<file path="src/rtl/dit_reorder.sv">
// Ping-pong bit-reversal reorder buffer ahead of the DIT FFT core.
// Optional frame counter output out_frame is enabled by defining DIT_REORDER_FRAME_CNT_EN.
module dit_reorder #(
    parameter int N      = 8,
    parameter int LOG_N  = 3,
    parameter int X_WDTH = 16,
    parameter int MWIDTH = 1
) (
    input  logic                  clk,
    input  logic                  rst_n,
    input  logic [2*X_WDTH-1:0]   in_data,
    input  logic                  in_nd,
    input  logic [MWIDTH-1:0]     in_m,
    input  logic                  in_bypass,
    input  logic                  out_stall,
    output logic [2*X_WDTH-1:0]   out_data,
    output logic                  out_nd,
    output logic [MWIDTH-1:0]     out_m,
    output logic                  first,
    output logic                  error,
`ifdef DIT_REORDER_FRAME_CNT_EN
    output logic [15:0]           out_frame,
`endif
    output logic                  dbg_state
);

    // Strobe semantics: in_nd/out_nd mark a valid sample for one cycle; there is no
    // ready path upstream, so a frame that finds both banks full is dropped and flagged.
    localparam int DW = 2*X_WDTH + MWIDTH;

    typedef enum logic {S_IDLE, S_READ} state_t;

    logic [DW-1:0]       r_mem [0:2*N-1];
    logic [1:0]          r_byp;
    logic [1:0]          r_full;
    logic [LOG_N-1:0]    r_wr_cnt;
    logic [LOG_N-1:0]    r_rd_cnt;
    logic                r_wr_bank;
    logic                r_rd_bank;
    state_t              r_state;
    logic [2*X_WDTH-1:0] r_out_data;
    logic [MWIDTH-1:0]   r_out_m;
    logic                r_out_nd;
    logic                r_first;
    logic                r_error;

    logic                w_issue;
    logic                w_rd_last;
    logic                w_wr_full;
    logic                w_drop;
    logic                w_wr_en;
    logic                w_wr_last;
    logic [LOG_N-1:0]    w_rd_addr;
    logic [1:0]          w_full_nxt;

    function automatic logic [LOG_N-1:0] bitrev(input logic [LOG_N-1:0] k);
        logic [LOG_N-1:0] r;
        for (int i = 0; i < LOG_N; i++) begin
            r[LOG_N-1-i] = k[i];
        end
        return r;
    endfunction

    // The reader frees its bank before the writer's overflow check looks at it.
    assign w_issue   = r_full[r_rd_bank] && !out_stall;
    assign w_rd_last = w_issue && (r_rd_cnt == LOG_N'(N-1));
    assign w_wr_full = r_full[r_wr_bank] && !(w_rd_last && (r_rd_bank == r_wr_bank));
    assign w_drop    = in_nd && (r_wr_cnt == '0) && w_wr_full;
    assign w_wr_en   = in_nd && !w_drop;
    assign w_wr_last = w_wr_en && (r_wr_cnt == LOG_N'(N-1));
    assign w_rd_addr = r_byp[r_rd_bank] ? r_rd_cnt : bitrev(r_rd_cnt);

    always_comb begin
        w_full_nxt = r_full;
        if (w_rd_last) w_full_nxt[r_rd_bank] = 1'b0;
        if (w_wr_last) w_full_nxt[r_wr_bank] = 1'b1;
    end

    always_ff @(posedge clk) begin
        if (rst_n && w_wr_en) begin
            r_mem[{r_wr_bank, r_wr_cnt}] <= {in_m, in_data};
        end
    end

    always_ff @(posedge clk) begin
        if (!rst_n) begin
            r_byp      <= '0;
            r_full     <= '0;
            r_wr_cnt   <= '0;
            r_rd_cnt   <= '0;
            r_wr_bank  <= 1'b0;
            r_rd_bank  <= 1'b0;
            r_state    <= S_IDLE;
            r_out_data <= '0;
            r_out_m    <= '0;
            r_out_nd   <= 1'b0;
            r_first    <= 1'b0;
            r_error    <= 1'b0;
        end else begin
            r_full <= w_full_nxt;
            if (w_drop) r_error <= 1'b1;

            if (w_wr_en) begin
                if (r_wr_cnt == '0) r_byp[r_wr_bank] <= in_bypass;
                if (w_wr_last) begin
                    r_wr_cnt  <= '0;
                    r_wr_bank <= ~r_wr_bank;
                end else begin
                    r_wr_cnt  <= r_wr_cnt + 1'b1;
                end
            end

            case (r_state)
                S_IDLE: if (w_full_nxt[r_rd_bank]) r_state <= S_READ;
                S_READ: if (w_rd_last && !w_full_nxt[~r_rd_bank]) r_state <= S_IDLE;
                default: r_state <= S_IDLE;
            endcase

            if (w_issue) begin
                {r_out_m, r_out_data} <= r_mem[{r_rd_bank, w_rd_addr}];
                r_out_nd <= 1'b1;
                r_first  <= (r_rd_cnt == '0);
                if (w_rd_last) begin
                    r_rd_cnt  <= '0;
                    r_rd_bank <= ~r_rd_bank;
                end else begin
                    r_rd_cnt  <= r_rd_cnt + 1'b1;
                end
            end else begin
                r_out_nd <= 1'b0;
                r_first  <= 1'b0;
            end
        end
    end

`ifdef DIT_REORDER_FRAME_CNT_EN
    logic        r_last_out;
    logic [15:0] r_frame;

    // Counts a frame on the cycle after its final sample appears on the output.
    always_ff @(posedge clk) begin
        if (!rst_n) begin
            r_last_out <= 1'b0;
            r_frame    <= '0;
        end else begin
            r_last_out <= w_rd_last;
            if (r_out_nd && r_last_out) r_frame <= r_frame + 16'd1;
        end
    end

    assign out_frame = r_frame;
`endif

    assign out_data  = r_out_data;
    assign out_m     = r_out_m;
    assign out_nd    = r_out_nd;
    assign first     = r_first;
    assign error     = r_error;
    assign dbg_state = r_state;

endmodule
</file>
<file path="config.mk">
export PLATFORM = sky130hd
export DESIGN_NAME = dit_reorder
export DESIGN_NICKNAME = d
export VERILOG_FILES = /design/src/rtl/dit_reorder.sv
export SDC_FILE = /design/constraint.sdc
export NUM_CORES = 1
export LEC_CHECK = 0
export BUFFER_PORTS_ARGS = -buffer_cell sky130_fd_sc_hd__buf_2
export CAP_MARGIN = 20
export CORE_UTILIZATION = 52
export DETAILED_ROUTE_END_ITERATION = 10
export PLACE_DENSITY_LB_ADDON = 0.15
export RECOVER_POWER = 25
export SLEW_MARGIN = 20
export SYNTH_ARGS = -nofsm -noshare
export SYNTH_HDL_FRONTEND = slang
export SYNTH_SLANG_ARGS = --single-unit
</file>
<file path="constraint.sdc">
create_clock -name clk -period 8.76 [get_ports clk]
set_clock_uncertainty 0.1 [all_clocks]
set_input_delay 0.876 -clock clk [delete_from_list [all_inputs] [get_ports clk]]
set_output_delay 0.876 -clock clk [all_outputs]
set_load 0.02 [all_outputs]
</file>
Word level (Yosys, flattened, before mapping)
Memories as Yosys holds them, arrays and structs flattened. A register that Yosys moved wholly into a read port is not among the register bits.
Index checks and enable logic that the tools add are counted.
{"block": "totals", "ff_bits": 16, "mem_bits_rw": 528, "input_bits": 38, "output_inout_bits": 37, "mem_count": 1}
{"block": "classes", "n_addsub": 2, "magnitude_cmp": 5, "n_eq_ne": 3, "n_mux": 26, "bitwise": 6, "n_reduce_logical": 23}
{"memory": "r_mem", "depth": 16, "word_bits": 33, "read_ports": 1, "rd_clocked_by_memory_dff": 1, "wr": 1, "line": "33", "rtl": "logic [DW-1:0] r_mem [0:2*N-1];"}
{"operator": "1-bit 2-to-1 mux", "n": 17}
{"operator": "1-bit logical AND", "n": 12}
{"operator": "3-bit 2-to-1 mux", "n": 3}
{"operator": "2-bit AND reduction", "n": 4}
{"operator": "3-bit by 1-bit adder with 3-bit output (second input constant)", "n": 2}
{"operator": "3-bit equality test (second input constant)", "n": 2}
{"operator": "3-bit zero test", "n": 2}
{"operator": "1-bit by 2-bit less-than comparator with 1-bit output (second input constant)", "n": 3}
{"operator": "1-bit zero test", "n": 5}
{"operator": "2-bit 2-to-1 mux", "n": 2}
{"operator": "1-bit NOT", "n": 3}
{"operator": "2-bit AND", "n": 1}
{"operator": "2-bit bitwise mux", "n": 1}
{"operator": "1-bit demux with 1-bit select", "n": 2}
{"operator": "1-bit greater-or-equal comparator (second input constant)", "n": 2}
{"operator": "2-bit NOT", "n": 1}
{"operator": "2-bit bitwise OR", "n": 1}
{"operator": "1-bit case mux with 2 select lines", "n": 1}
{"operator": "1-bit equality test", "n": 1}

Longest topological paths before layout
Gate-level depths: netlist of run 1.
{"block": "logic_depth", "word_depth": 18, "depth_mapped": 8, "ltp_nobuf": 8}

Least setup slack after synthesis of run 1
No wires, ideal clock.
{"block": "synth_path", "path_type": "input to register", "startpoint": "in out_stall", "endpoint": "mem r_mem[1][0] (netlist bit), enable pin", "setup_ns": 0.393, "arrival_ns": 2.436, "path_slack_ns": 5.831, "path_stages": 5, "path_buffers": 0, "cell_sequence": "nand2b_1 a21oi_2 nor2_1 nor4_1 and2_1"}
{"block": "synth_between", "elab_chain_cells": 12}
{"item": "start, declared", "line": "15", "rtl": "input logic out_stall,"}
{"item": "1-bit zero test", "line": "65", "rtl": "assign w_issue = r_full[r_rd_bank] && !out_stall;"}
{"item": "1-bit logical AND", "line": "65"}
{"item": "1-bit logical AND", "line": "66", "rtl": "assign w_rd_last = w_issue && (r_rd_cnt == LOG_N'(N-1));"}
{"item": "1-bit logical AND", "line": "67", "rtl": "assign w_wr_full = r_full[r_wr_bank] && !(w_rd_last && (r_rd_bank == r_wr_bank));"}
{"item": "1-bit zero test", "line": "67"}
{"item": "1-bit logical AND", "line": "67"}
{"item": "1-bit logical AND", "line": "68", "rtl": "assign w_drop = in_nd && (r_wr_cnt == '0) && w_wr_full;"}
{"item": "1-bit zero test", "line": "69", "rtl": "assign w_wr_en = in_nd && !w_drop;"}
{"item": "1-bit logical AND", "line": "69"}
{"item": "1-bit logical AND", "line": "80", "rtl": "if (rst_n && w_wr_en) begin"}
{"item": "1-bit 2-to-1 mux", "line": "80"}
{"item": "1-bit 2-to-1 mux (implied by the code)", "line": "81", "rtl": "r_mem[{r_wr_bank, r_wr_cnt}] <= {in_m, in_data};"}
{"item": "end, declared", "line": "33"}
No other way between the ends.

Worst setup path in the final report of run 1
{"block": "layout_path", "startpoint": "reg r_rd_bank", "endpoint": "reg r_out_data[22], in the netlist out_data[22] (read register of r_mem)"}
{"block": "layout_between", "elab_chain_cells": 3, "word_cells_on_any_way": 6}
{"item": "start, declared", "line": "39", "rtl": "logic r_rd_bank;"}
{"item": "start signal, assigned", "line": "125", "rtl": "r_rd_bank <= ~r_rd_bank;"}
{"item": "1-bit 2-to-1 mux, on equally long branches (2 in series)", "line": "71, 65"}
{"item": "3-bit 2-to-1 mux or 1-bit logical AND (tied branches)", "line": "71, 65"}
{"item": "end, declared", "line": "41", "rtl": "logic [2*X_WDTH-1:0] r_out_data;"}
Several ways; a longest one is shown, not always the timed one. The select of a mux whose other input is x is not followed.
A chain may end at the register's enable or synchronous reset.

==> flow_metrics.env, run 1 <==
export IMPL_seq_area_frac_synth=0.765
export IMPL_ctsResizeCount=0
export IMPL_drive_gt1_frac=0.139
export IMPL_grt_total_usage=0.238
export IMPL_wirelength_um=51200
export IMPL_setup_violations=0
export IMPL_place_gp_congestion=0.720
export IMPL_cts_sinks=577
export IMPL_core_area_mm2=0.0413
export IMPL_num_rows=74
export IMPL_syn_to_final_growth_pct=12.9
export IMPL_cts_setup_buffers=0
export IMPL_hold_depth=2
export IMPL_r2r_setup_slack_ns=4.64
export IMPL_syn_nets=1311
export IMPL_grt_max_degree=104
export IMPL_antenna_found_initial=1
export IMPL_io_pins=75
export IMPL_worstHoldStart="out_data[4]$_SDFFE_PN0P_"
export IMPL_final_setup_tns_ns=0
export IMPL_grt_pass1_wl_um=74800
export IMPL_clk_pin_slew_worst_paths_ns=0.06
export IMPL_htreeDepth=2
export IMPL_yosys_area_top_type="edfxtp_1"
export IMPL_maxCapViolations=0
export IMPL_start_kind="register"
export IMPL_grt_pass1_vias=11421
export IMPL_power_density_mw_per_mm2=223
export IMPL_worstSetupPathType="register to register"
export IMPL_die_h_um=208
export IMPL_synth_top_area_share=0.721
export IMPL_portBuffers=74
export IMPL_final_nets=1404
export IMPL_r2r_end="out_data[22]$_SDFFE_PN0P_"
export IMPL_final_util=0.602
export IMPL_dp_hpwl_um=22800
export IMPL_cp_required_ns=9.14
export IMPL_initial_core_util=0.533
export IMPL_vias_per_cell=6.02
export IMPL_n_antenna_cell=0
export IMPL_avgSynthCellArea_um2=17.4
export IMPL_status="completed"
export IMPL_drtAntennaViolNets=0
export IMPL_slew_violations=0
export IMPL_period_share=0.470
export IMPL_grt_remaining_overflow=0
export IMPL_dr_pass1_iters=5
export IMPL_end_kind="register"
export IMPL_dieArea_mm2=0.0431
export IMPL_tightestPinTransition_ns=1.03
export IMPL_netlist_area_mm2=0.0220
export IMPL_synth_cells=1265
export IMPL_vdd_drop_max_uv=187
export IMPL_max_freq_ghz=0.243
export IMPL_cp_max_fo=103
export IMPL_vias=11662
export IMPL_hold_viol_final=0
export IMPL_leakage_nw=9.84
export IMPL_clockBufferDepth=3
export IMPL_rsz0062_at_grt="false"
export IMPL_worstPathArrival_ns=4.50
export IMPL_wire_per_inst_um=26.4
export IMPL_drtIter0Drc=1050
export IMPL_postLayoutCellArea_mm2=0.0248
export IMPL_yosysUniqueCellTypes=36
export IMPL_synth_area_leaders="edfxtp_1 72%, mux2i_1 12%, dfxtp_1 4.5%"
export IMPL_min_to="out_data[4]$_SDFFE_PN0P_"
export IMPL_drc_errors=0
export IMPL_ys_warn_count=0
export IMPL_placed_cell_area_mm2=0.0230
export IMPL_period_needed_ns=4.12
export IMPL_cts_root_buf="clkbuf_16"
export IMPL_rr_startpoint="r_rd_bank$_SDFFE_PN0P_"
export IMPL_cts_buffers=57
export IMPL_tritoncts="yes"
export IMPL_synth_seq_cells=577
export IMPL_worst_skew_pair_late_latency_ns=0.60
export IMPL_slew_headroom=0.312
export IMPL_reg2reg_depth=8
export IMPL_hold_buffers=0
export IMPL_die_x_um=208
export IMPL_worstHoldPathType="register to register"
how the worst max path moves through the flow:
stage / from / to / cells past startpoint
finish: r_rd_bank$_SDFFE_PN0P_ / out_data[22]$_SDFFE_PN0P_ / 8
global route: r_rd_bank$_SDFFE_PN0P_ / out_data[22]$_SDFFE_PN0P_ / 8
CTS: r_rd_bank$_SDFFE_PN0P_ / out_data[22]$_SDFFE_PN0P_ / 8
detailed placement: r_rd_bank$_SDFFE_PN0P_ / out_data[22]$_SDFFE_PN0P_ / 8
global placement: r_rd_bank$_SDFFE_PN0P_ / out_data[22]$_SDFFE_PN0P_ / 8
floorplan: out_stall / r_mem[1][0]$_DFFE_PP_ / 5
Yosys cell counts:
cell type / count
buf_2: 14
mux2_2: 1
o221ai_1: 33
nand2b_1: 4
a21oi_1: 6
clkbuf_1: 34
or2_2: 2
a211oi_1: 1
o311ai_0: 1
buf_4: 18
nand3_1: 9
o21ai_0: 40
mux2i_1: 269
or3_1: 1
a21oi_2: 1
xnor2_1: 1
and3b_1: 1
nor2b_1: 8
nor3_1: 6
o31ai_1: 1
clkbuf_2: 2
and2_1: 19
o21a_1: 3
dfxtp_1: 49
o21ai_2: 1
edfxtp_1: 528
or3b_2: 1
o22ai_1: 99
a21boi_0: 5
buf_1: 2
nor4_1: 35
nand3b_1: 2
nand2_1: 13
ha_1: 8
inv_1: 9
nor2_1: 38
layout make-up:
class | count | area, um2
well taps | 532 | 666
multi-input cells | 609 | 4850
repair buffers | 104 | 593
inverters | 9 | 33.8
fillers | 3093 | 16400
clock inverters | 25 | 273
flip-flops and latches | 577 | 16800
clock buffers | 82 | 1600
metrics by stage:
| stage | hold slack [ns] | cells | worst slack (ns) | power (mW) |
|---|---|---|---|---|
| 2_1_floorplan | 0.374 | 1265 | 5.83 | 3.10 |
| 3_3_place_gp | 0.387 | 1830 | 4.76 | 3.15 |
| 3_5_place_dp | 0.390 | 1830 | 4.70 | 3.16 |
| 4_1_cts | 0.410 | 1937 | 4.68 | 5.58 |
| 5_1_grt | 0.425 | 1938 | 4.50 | 5.69 |
| 6_report | 0.403 | 1938 | 4.64 | 5.54 |
worst max-delay path, stage by stage (launching register included):
cell and delay (ns):
dfxtp_1 0.63, mux2i_1 0.39, mux2i_4 0.30, buf_12 0.55, buf_4 0.94, mux2i_1 0.28
o22ai_1 0.11, nor4_1 0.43, nor2_1 0.10
cells in the final DEF (no fill, tap or decap), types with 9 or more instances in the layout:
cell / netlist / layout
edfxtp_1: 528 / 528
mux2i_1: 269 / 268
o22ai_1: 99 / 99
clkbuf_16: 0 / 57
buf_2: 14 / 52
dfxtp_1: 49 / 49
o21ai_0: 40 / 40
clkbuf_1: 34 / 39
nor2_1: 38 / 37
nor4_1: 35 / 35
o221ai_1: 33 / 33
buf_4: 18 / 28
and2_2: 0 / 16
nand2_1: 13 / 10
inv_1: 9 / 9
clkinv_2: 0 / 9
flip-flops by register name, indices dropped and copies added, names as in the netlist:
register and count:
r_mem 528, out_data 32, r_rd_cnt 3, r_wr_cnt 3
r_byp 2, r_full 2, dbg_state 1, error 1
first 1, out_m 1, out_nd 1, r_rd_bank 1
r_wr_bank 1
power by group:
| part | internal [mW] | leakage, nW | switching (mW) |
|---|---|---|---|
| sequential | 3.02 | 5.15 | 0.00413 |
| clock | 1.44 | 0.922 | 1.00 |
| combinational | 0.0157 | 3.77 | 0.0582 |
| total | 4.48 | 9.84 | 1.07 |
routing by layer:
layer | track usage | vias to the layer above | wire length (um)
li1 | - | 5243 | -
met1 | 0.336 | 5974 | 22500
met2 | 0.386 | 362 | 24600
met3 | 0.0415 | 81 | 3180
met4 | 0.0562 | 2 | 902
met5 | 0 | - | 13
cell families (layout without fill, tap and decap cells):
group,Yosys count,count (layout),share of synthesized area
muxes,270,270,0.123
DFF,577,577,0.765
AOI/OAI and AO/OA,191,191,0.0564
and+or+nand+nor,139,139,0.0332
xor gates and xnor gates,1,1,0.000398
buffers and inverters,79,220,0.0175
adders and majority gates,8,8,0.00455
Note: power is estimated with default switching activity, not from simulation.
==> run 2, diff against run 1 <==
- clock period: 8.76 -> 3.9 ns (I/O delays scaled with it)
==> run 2 against run 1 <==
  * Via count increased by 1.1%
  * Power up 120%
  * Non-clock buffer count up 22
  * Maximum frequency increased by 19%
  * Utilization rose by 0.71 points
  * Wire length down 1.1%
  * Register-to-register slack got worse by 4.2 ns
  * Cell count is 1.2% higher
  * Sequential power up 120%
==> flow_metrics.env, run 2 (same netlist as run 1, synthesis figures left out) <==
export IMPL_power_share_combinational=0.014
export IMPL_regMostFlops="r_mem"
export IMPL_tritoncts="yes"
export IMPL_dp_hpwl_um=27600
export IMPL_hold_depth=3
export IMPL_cts_buffers=57
export IMPL_p_sw_frac=0.193
export IMPL_r2r_end="out_data[4]$_SDFFE_PN0P_"
export IMPL_p_int_mw=9.97
export IMPL_use_met3=0.0407
export IMPL_crit_chain="mux2i_1, mux2i_4, buf_12, buf_12, mux2i_1, o221ai_1, nor4_1, nor2_1"
export IMPL_portBuffers=74
export IMPL_worstHoldStart="in_nd"
export IMPL_met1_usage=0.331
export IMPL_setup_violations=0
export IMPL_dr_pass1_iters=5
export IMPL_path_buf_inv=2
export IMPL_grt_total_usage=0.236
export IMPL_final_nets=1426
export IMPL_num_rows=74
export IMPL_drtIter0Drc=1153
export IMPL_cts_root_buf="clkbuf_16"
export IMPL_grt_util_met2=0.379
export IMPL_drive_gt1_frac=0.150
export IMPL_grt_pass1_vias=11706
export IMPL_worstHoldPathType="input pin to register"
export IMPL_die_h_um=208
export IMPL_min_to="error$_SDFFE_PN0P_"
export IMPL_critPathMaxStageDelay_ns=0.67
export IMPL_cp_max_fo=37
export IMPL_core_area_mm2=0.0413
export IMPL_rsz0062_at_grt="false"
export IMPL_ctsResizeCount=0
export IMPL_clk_pin_slew_worst_paths_ns=0.06
export IMPL_htreeDepth=2
export IMPL_largest_reg_flops=528
export IMPL_finalPower_mw=12.4
export IMPL_drtAntennaViolNets=0
export IMPL_clockBufferDepth=3
export IMPL_rr_startpoint="r_rd_bank$_SDFFE_PN0P_"
export IMPL_vdd_drop_max_uv=406
export IMPL_cp_required_ns=4.27
export IMPL_layout_commonest_cell="edfxtp_1"
export IMPL_place_gp_congestion=0.746
export IMPL_worstSetupPathType="register to register"
export IMPL_grt_pass1_wl_um=74800
export IMPL_slew_headroom=0.245
export IMPL_period_share=0.890
export IMPL_crit_family="multiplexers"
export IMPL_tightestPinTransition_ns=1.13
export IMPL_fillers=3097
export IMPL_die_x_um=208
export IMPL_leakage_nw=9.98
export IMPL_worstPathArrival_ns=3.84
export IMPL_final_setup_tns_ns=0
export IMPL_grt_max_degree=49
export IMPL_cts_sinks=577
export IMPL_initial_core_util=0.533
export IMPL_power_density_mw_per_mm2=492
export IMPL_period_needed_ns=3.47
export IMPL_grt_remaining_overflow=0
export IMPL_worst_skew_pair_late_latency_ns=0.60
export IMPL_mostFrequentLayoutCells="528 x edfxtp_1, 268 x mux2i_1, 99 x o22ai_1"
export IMPL_r2r_setup_slack_ns=0.43
export IMPL_dieArea_mm2=0.0431
export IMPL_maxCapViolations=0
export IMPL_hold_viol_final=0
export IMPL_cp_depth=8
export IMPL_max_freq_ghz=0.288
export IMPL_hold_buffers=2
export IMPL_pwr_share_clk=0.437
export IMPL_wire_per_inst_um=25.8
export IMPL_vias=11793
export IMPL_grt_busiest_layer="met2"
export IMPL_start_kind="register"
export IMPL_wirelength_um=50700
export IMPL_io_pins=75
export IMPL_reg2reg_depth=8
export IMPL_p_seq_frac=0.549
export IMPL_final_util=0.609
export IMPL_cts_setup_buffers=0
export IMPL_drc_errors=0
export IMPL_syn_to_final_growth_pct=14.3
export IMPL_slew_violations=0
export IMPL_antenna_found_initial=1
export IMPL_power_switching_mw=2.39
export IMPL_vias_per_cell=6.01
export IMPL_cpMaxStageDelayCell="dfxtp_1"
export IMPL_end_kind="register"
export IMPL_status="completed"
-- run 2: worst max path at each step --
stage / start / to / slack [ns]
5_1_grt: r_rd_bank$_SDFFE_PN0P_ / out_data[4]$_SDFFE_PN0P_ / 0.26
4_1_cts: r_rd_bank$_SDFFE_PN0P_ / out_data[4]$_SDFFE_PN0P_ / 0.48
2_1_floorplan: r_rd_cnt[1]$_SDFFE_PN0P_ / r_mem[1][0]$_DFFE_PP_ / 1.13
6_report: r_rd_bank$_SDFFE_PN0P_ / out_data[4]$_SDFFE_PN0P_ / 0.43
3_5_place_dp: r_rd_bank$_SDFFE_PN0P_ / out_data[4]$_SDFFE_PN0P_ / 0.47
3_3_place_gp: r_rd_bank$_SDFFE_PN0P_ / out_data[4]$_SDFFE_PN0P_ / 0.57
-- run 2: per-stage QoR --
step | worst slack, ns | cell area (um2) | hold WS (ns) | std cells
after floorplan | 1.13 | 22000 | 0.374 | 1265
after global placement | 0.571 | 23300 | 0.377 | 1851
after detailed placement | 0.474 | 23300 | 0.394 | 1851
final | 0.431 | 25100 | 0.0463 | 1962
after CTS | 0.477 | 25200 | 0.00622 | 1960
after global routing | 0.264 | 25100 | 0.0606 | 1960
-- run 2: tightest hold or removal path, stage by stage --
cell and delay [ns]:
buf_2 0.15, a21oi_1 0.08, nor2b_1 0.09
-- run 2: per-layer routing --
layer | up-vias | routed length [um]
met4 | 0 | 1290
met3 | 95 | 3110
met2 | 374 | 23900
met1 | 6027 | 22300
met5 | - | 0
li1 | 5297 | -
-- run 2: area by class of cell --
class,count,area [um2],share of cell area
clock inverter,29,233,0.00926
inverter,9,33.8,0.00134
antenna,2,5.00,0.000199
timing repair buffer,126,900,0.0358
tap,532,666,0.0265
sequential,577,16800,0.670
multi-input combinational,609,4850,0.193
clock buffer,78,1620,0.0644
-- run 2: power by group through the flow --
stage          combinational [mW]  clock [mW]  sequential [mW]
2_1_floorplan              0.0515           0             6.92
3_3_place_gp                0.168           0             6.92
3_5_place_dp                0.175           0             6.92
4_1_cts                     0.177        5.47             6.79
5_1_grt                     0.190        5.71             6.79
6_report                    0.173        5.40             6.79
==> run 3, diff against run 2 <==
- ABC_AREA: default -> 1
==> run 3 against run 2 <==
  * Synthesized cell count up 85%
  * Area after synthesis up 11%
  * Non-clock buffer count down 2
  * Sequential power about the same
  * Largest power group unchanged
  * Maximum frequency up 16%
  * Setup slack better by 0.48 ns
  * Count of clock-buffer cells in the layout up 8
  * Power up 4.0%
  * Via count up 39%
  * Cell count up 56%
==> flow_metrics.env, run 3 <==
export IMPL_status="completed"
export IMPL_final_setup_tns_ns=0
export IMPL_postLayoutCellArea_mm2=0.0275
export IMPL_num_rows=78
export IMPL_synth_seq_cells=577
export IMPL_synth_compound_area_frac=0.0156
export IMPL_worst_skew_pair_late_latency_ns=0.63
export IMPL_initial_core_util=0.531
export IMPL_synth_area_leaders="edfxtp_1 65%, nand2_1 12%, nand3_1 7.7%"
export IMPL_seq_area_frac_synth=0.692
export IMPL_dp_hpwl_um=32100
export IMPL_reg2reg_depth=10
export IMPL_setup_ws_ns=0.915
export IMPL_layout_commonest_cell="nand2_1"
export IMPL_drc_errors=0
export IMPL_mostFrequentLayoutCells="758 x nand2_1, 528 x edfxtp_1, 373 x nand3_1"
export IMPL_power_density_mw_per_mm2=468
export IMPL_slew_headroom=0.246
export IMPL_final_nets=2447
export IMPL_start_kind="register"
export IMPL_synth_xor_area_share=0
export IMPL_worstHoldStart="in_data[17]"
export IMPL_tightestPinTransition_ns=1.13
export IMPL_period_share=0.765
export IMPL_regMostFlops="r_mem"
export IMPL_post_synth_top_count_cell="nand2_1"
export IMPL_period_needed_ns=2.98
export IMPL_synth_top_family_by_area="simple AND/OR/NAND/NOR gates"
export IMPL_io_pins=75
export IMPL_grt_pass1_vias=15807
export IMPL_cp_common_cell="nand2_1"
export IMPL_dpl_worst_slack_ns=0.957
export IMPL_cp_max_fo=24
export IMPL_cpMaxStageDelayCell="nor2_4"
export IMPL_cp_required_ns=4.10
export IMPL_n_antenna_cell=0
export IMPL_yosys_area_top_type="edfxtp_1"
export IMPL_vias=16368
export IMPL_vias_per_cell=5.36
export IMPL_hold_viol_final=0
export IMPL_setup_violations=0
export IMPL_grt_max_degree=89
export IMPL_core_area_mm2=0.0458
export IMPL_portBuffers=74
export IMPL_avgSynthCellArea_um2=10.4
export IMPL_die_h_um=218
export IMPL_rr_startpoint="r_wr_cnt[0]$_SDFFE_PN0N_"
export IMPL_slew_violations=0
export IMPL_clk_pin_slew_worst_paths_ns=0.06
export IMPL_worstPathArrival_ns=3.18
export IMPL_tritoncts="yes"
export IMPL_maxCapViolations=0
export IMPL_drtAntennaViolNets=0
export IMPL_grt_pass1_wl_um=92200
export IMPL_max_freq_ghz=0.335
export IMPL_drive_gt1_frac=0.0869
export IMPL_drtIter0Drc=1536
export IMPL_place_gp_congestion=0.826
export IMPL_htreeDepth=2
export IMPL_synthAdderAreaFrac=0.00412
export IMPL_leakage_nw=11.3
export IMPL_synthMuxAreaShare=0
export IMPL_critPathMaxStageDelay_ns=0.46
export IMPL_syn_nets=2383
export IMPL_yosysUniqueCellTypes=22
export IMPL_cts_sinks=577
export IMPL_ys_async_sr_fraction=0
export IMPL_die_x_um=218
export IMPL_clockBufferDepth=3
export IMPL_worstHoldPathType="input pin to register"
export IMPL_placed_cell_area_mm2=0.0255
export IMPL_netlist_area_mm2=0.0243
export IMPL_synth_commonest_cells="758 x nand2_1, 528 x edfxtp_1, 373 x nand3_1"
export IMPL_antenna_found_initial=0
export IMPL_ctsResizeCount=0
export IMPL_syn_to_final_growth_pct=13.0
export IMPL_rsz0062_at_grt="false"
export IMPL_end_kind="register"
export IMPL_wirelength_um=59800
export IMPL_r2r_setup_slack_ns=0.92
export IMPL_synth_cells=2337
export IMPL_r2r_end="r_mem[9][8]$_DFFE_PP_"
export IMPL_ys_warn_count=0
export IMPL_worstSetupPathType="register to register"
export IMPL_cts_buffers=59
export IMPL_grt_remaining_overflow=0
export IMPL_hold_depth=1
export IMPL_vdd_drop_max_uv=374
export IMPL_dieArea_mm2=0.0476
export IMPL_synth_top_area_share=0.652
export IMPL_synth_simple_area_share=0.210
export IMPL_whs_ns=0.0726
export IMPL_dr_pass1_iters=5
export IMPL_synth_edff_count=528
export IMPL_synth_flop_cell="edfxtp_1"
export IMPL_cts_root_buf="clkbuf_16"
export IMPL_grt_total_usage=0.258
export IMPL_crit_chain="inv_1, ha_1, nand3_1, a21oi_1, nand2_1, nand2_1, nor2_1, nand2_1, nor2_4, buf_12"
export IMPL_largest_reg_flops=528
export IMPL_wire_per_inst_um=19.6
export IMPL_min_to="r_mem[7][17]$_DFFE_PP_"
[run 3: cell count changes after synthesis, sizes merged, moves of 35 or more]
| cell | previous run | this run |
|---|---|---|
| nand2 | 13 | 761 |
| nand3 | 9 | 373 |
| inv | 9 | 348 |
| mux2i | 269 | 0 |
| o22ai | 99 | 0 |
| buf | 34 | 85 |
| nor2 | 38 | 84 |
| o21ai | 41 | 3 |
| nor4 | 35 | 0 |
[run 3: layer usage]
metal / global-route usage / vias to the layer above / share of wire
met5: 0 / - / 0
met4: 0.0690 / 0 / 0.020
met3: 0.0423 / 91 / 0.068
met2: 0.414 / 563 / 0.47
met1: 0.364 / 7940 / 0.45
li1: - / 7774 / -
[run 3: critical path: cells and delay by family (launching register included)]
kind                     cells  cell delay, ns
buffers and inverters        2            0.40
adder cells (fa/ha/maj)      1            0.24
AO/OA/AOI/OAI                1            0.07
AND/OR/NAND/NOR              6            1.48
flip-flops                   1            0.35
[run 3: power breakdown]
part	leakage [nW]	switching [mW]	internal, mW
combinational	5.21	0.316	0.103
sequential	5.15	0.0130	6.80
clock	0.936	2.33	3.30
total	11.3	2.66	10.2
[run 3: cells by family (layout without fill, tap and decap cells)]
family                   count (synthesis)  in the layout
AND/OR/NAND/NOR                       1226           1226
flip-flops                             577            577
buffers and inverters                  469            584
AO/OA/AOI/OAI                           57             57
adder cells (fa/ha/maj)                  8              8
[run 3: worst max-delay path by stage]
stage	startpoint	to	slack (ns)
after floorplan	r_wr_bank$_SDFFE_PN0P_	r_mem[12][0]$_DFFE_PP_	-0.23
after global placement	r_rd_bank$_SDFFE_PN0P_	out_data[10]$_SDFFE_PN0P_	1.02
after detailed placement	r_rd_bank$_SDFFE_PN0P_	out_data[10]$_SDFFE_PN0P_	0.96
after CTS	r_rd_bank$_SDFFE_PN0P_	out_data[10]$_SDFFE_PN0P_	0.93
after global routing	r_rd_bank$_SDFFE_PN0P_	out_data[6]$_SDFFE_PN0P_	0.66
final	r_wr_cnt[0]$_SDFFE_PN0N_	r_mem[9][8]$_DFFE_PP_	0.92
[run 3: final cells by class]
type                    instances  area [um2]
clock inverters                26         288
multi-input cells            1291        5730
inverters                     348        1310
repair buffers                124         913
fillers                      3744       18300
well taps                     600         751
flip-flops and latches        577       16800
clock buffers                  86        1640
[run 3: per-stage QoR]
stage               utilization  power, mW  std cells
finish                    0.600       12.9       3052
global route              0.600       13.2       3052
CTS                       0.601       12.9       3052
detailed placement        0.558       7.36       2938
global placement          0.558       7.35       2938
floorplan                     -       7.17       2337
[run 3: repair_timing]
| item | 4_1_cts | 5_1_grt |
|---|---|---|
| endpoints found under the hold margin | 3 | 0 |
| setup buffers | 0 | 0 |
| hold buffers | 2 | 0 |
| setup endpoints to repair | 0 | 0 |
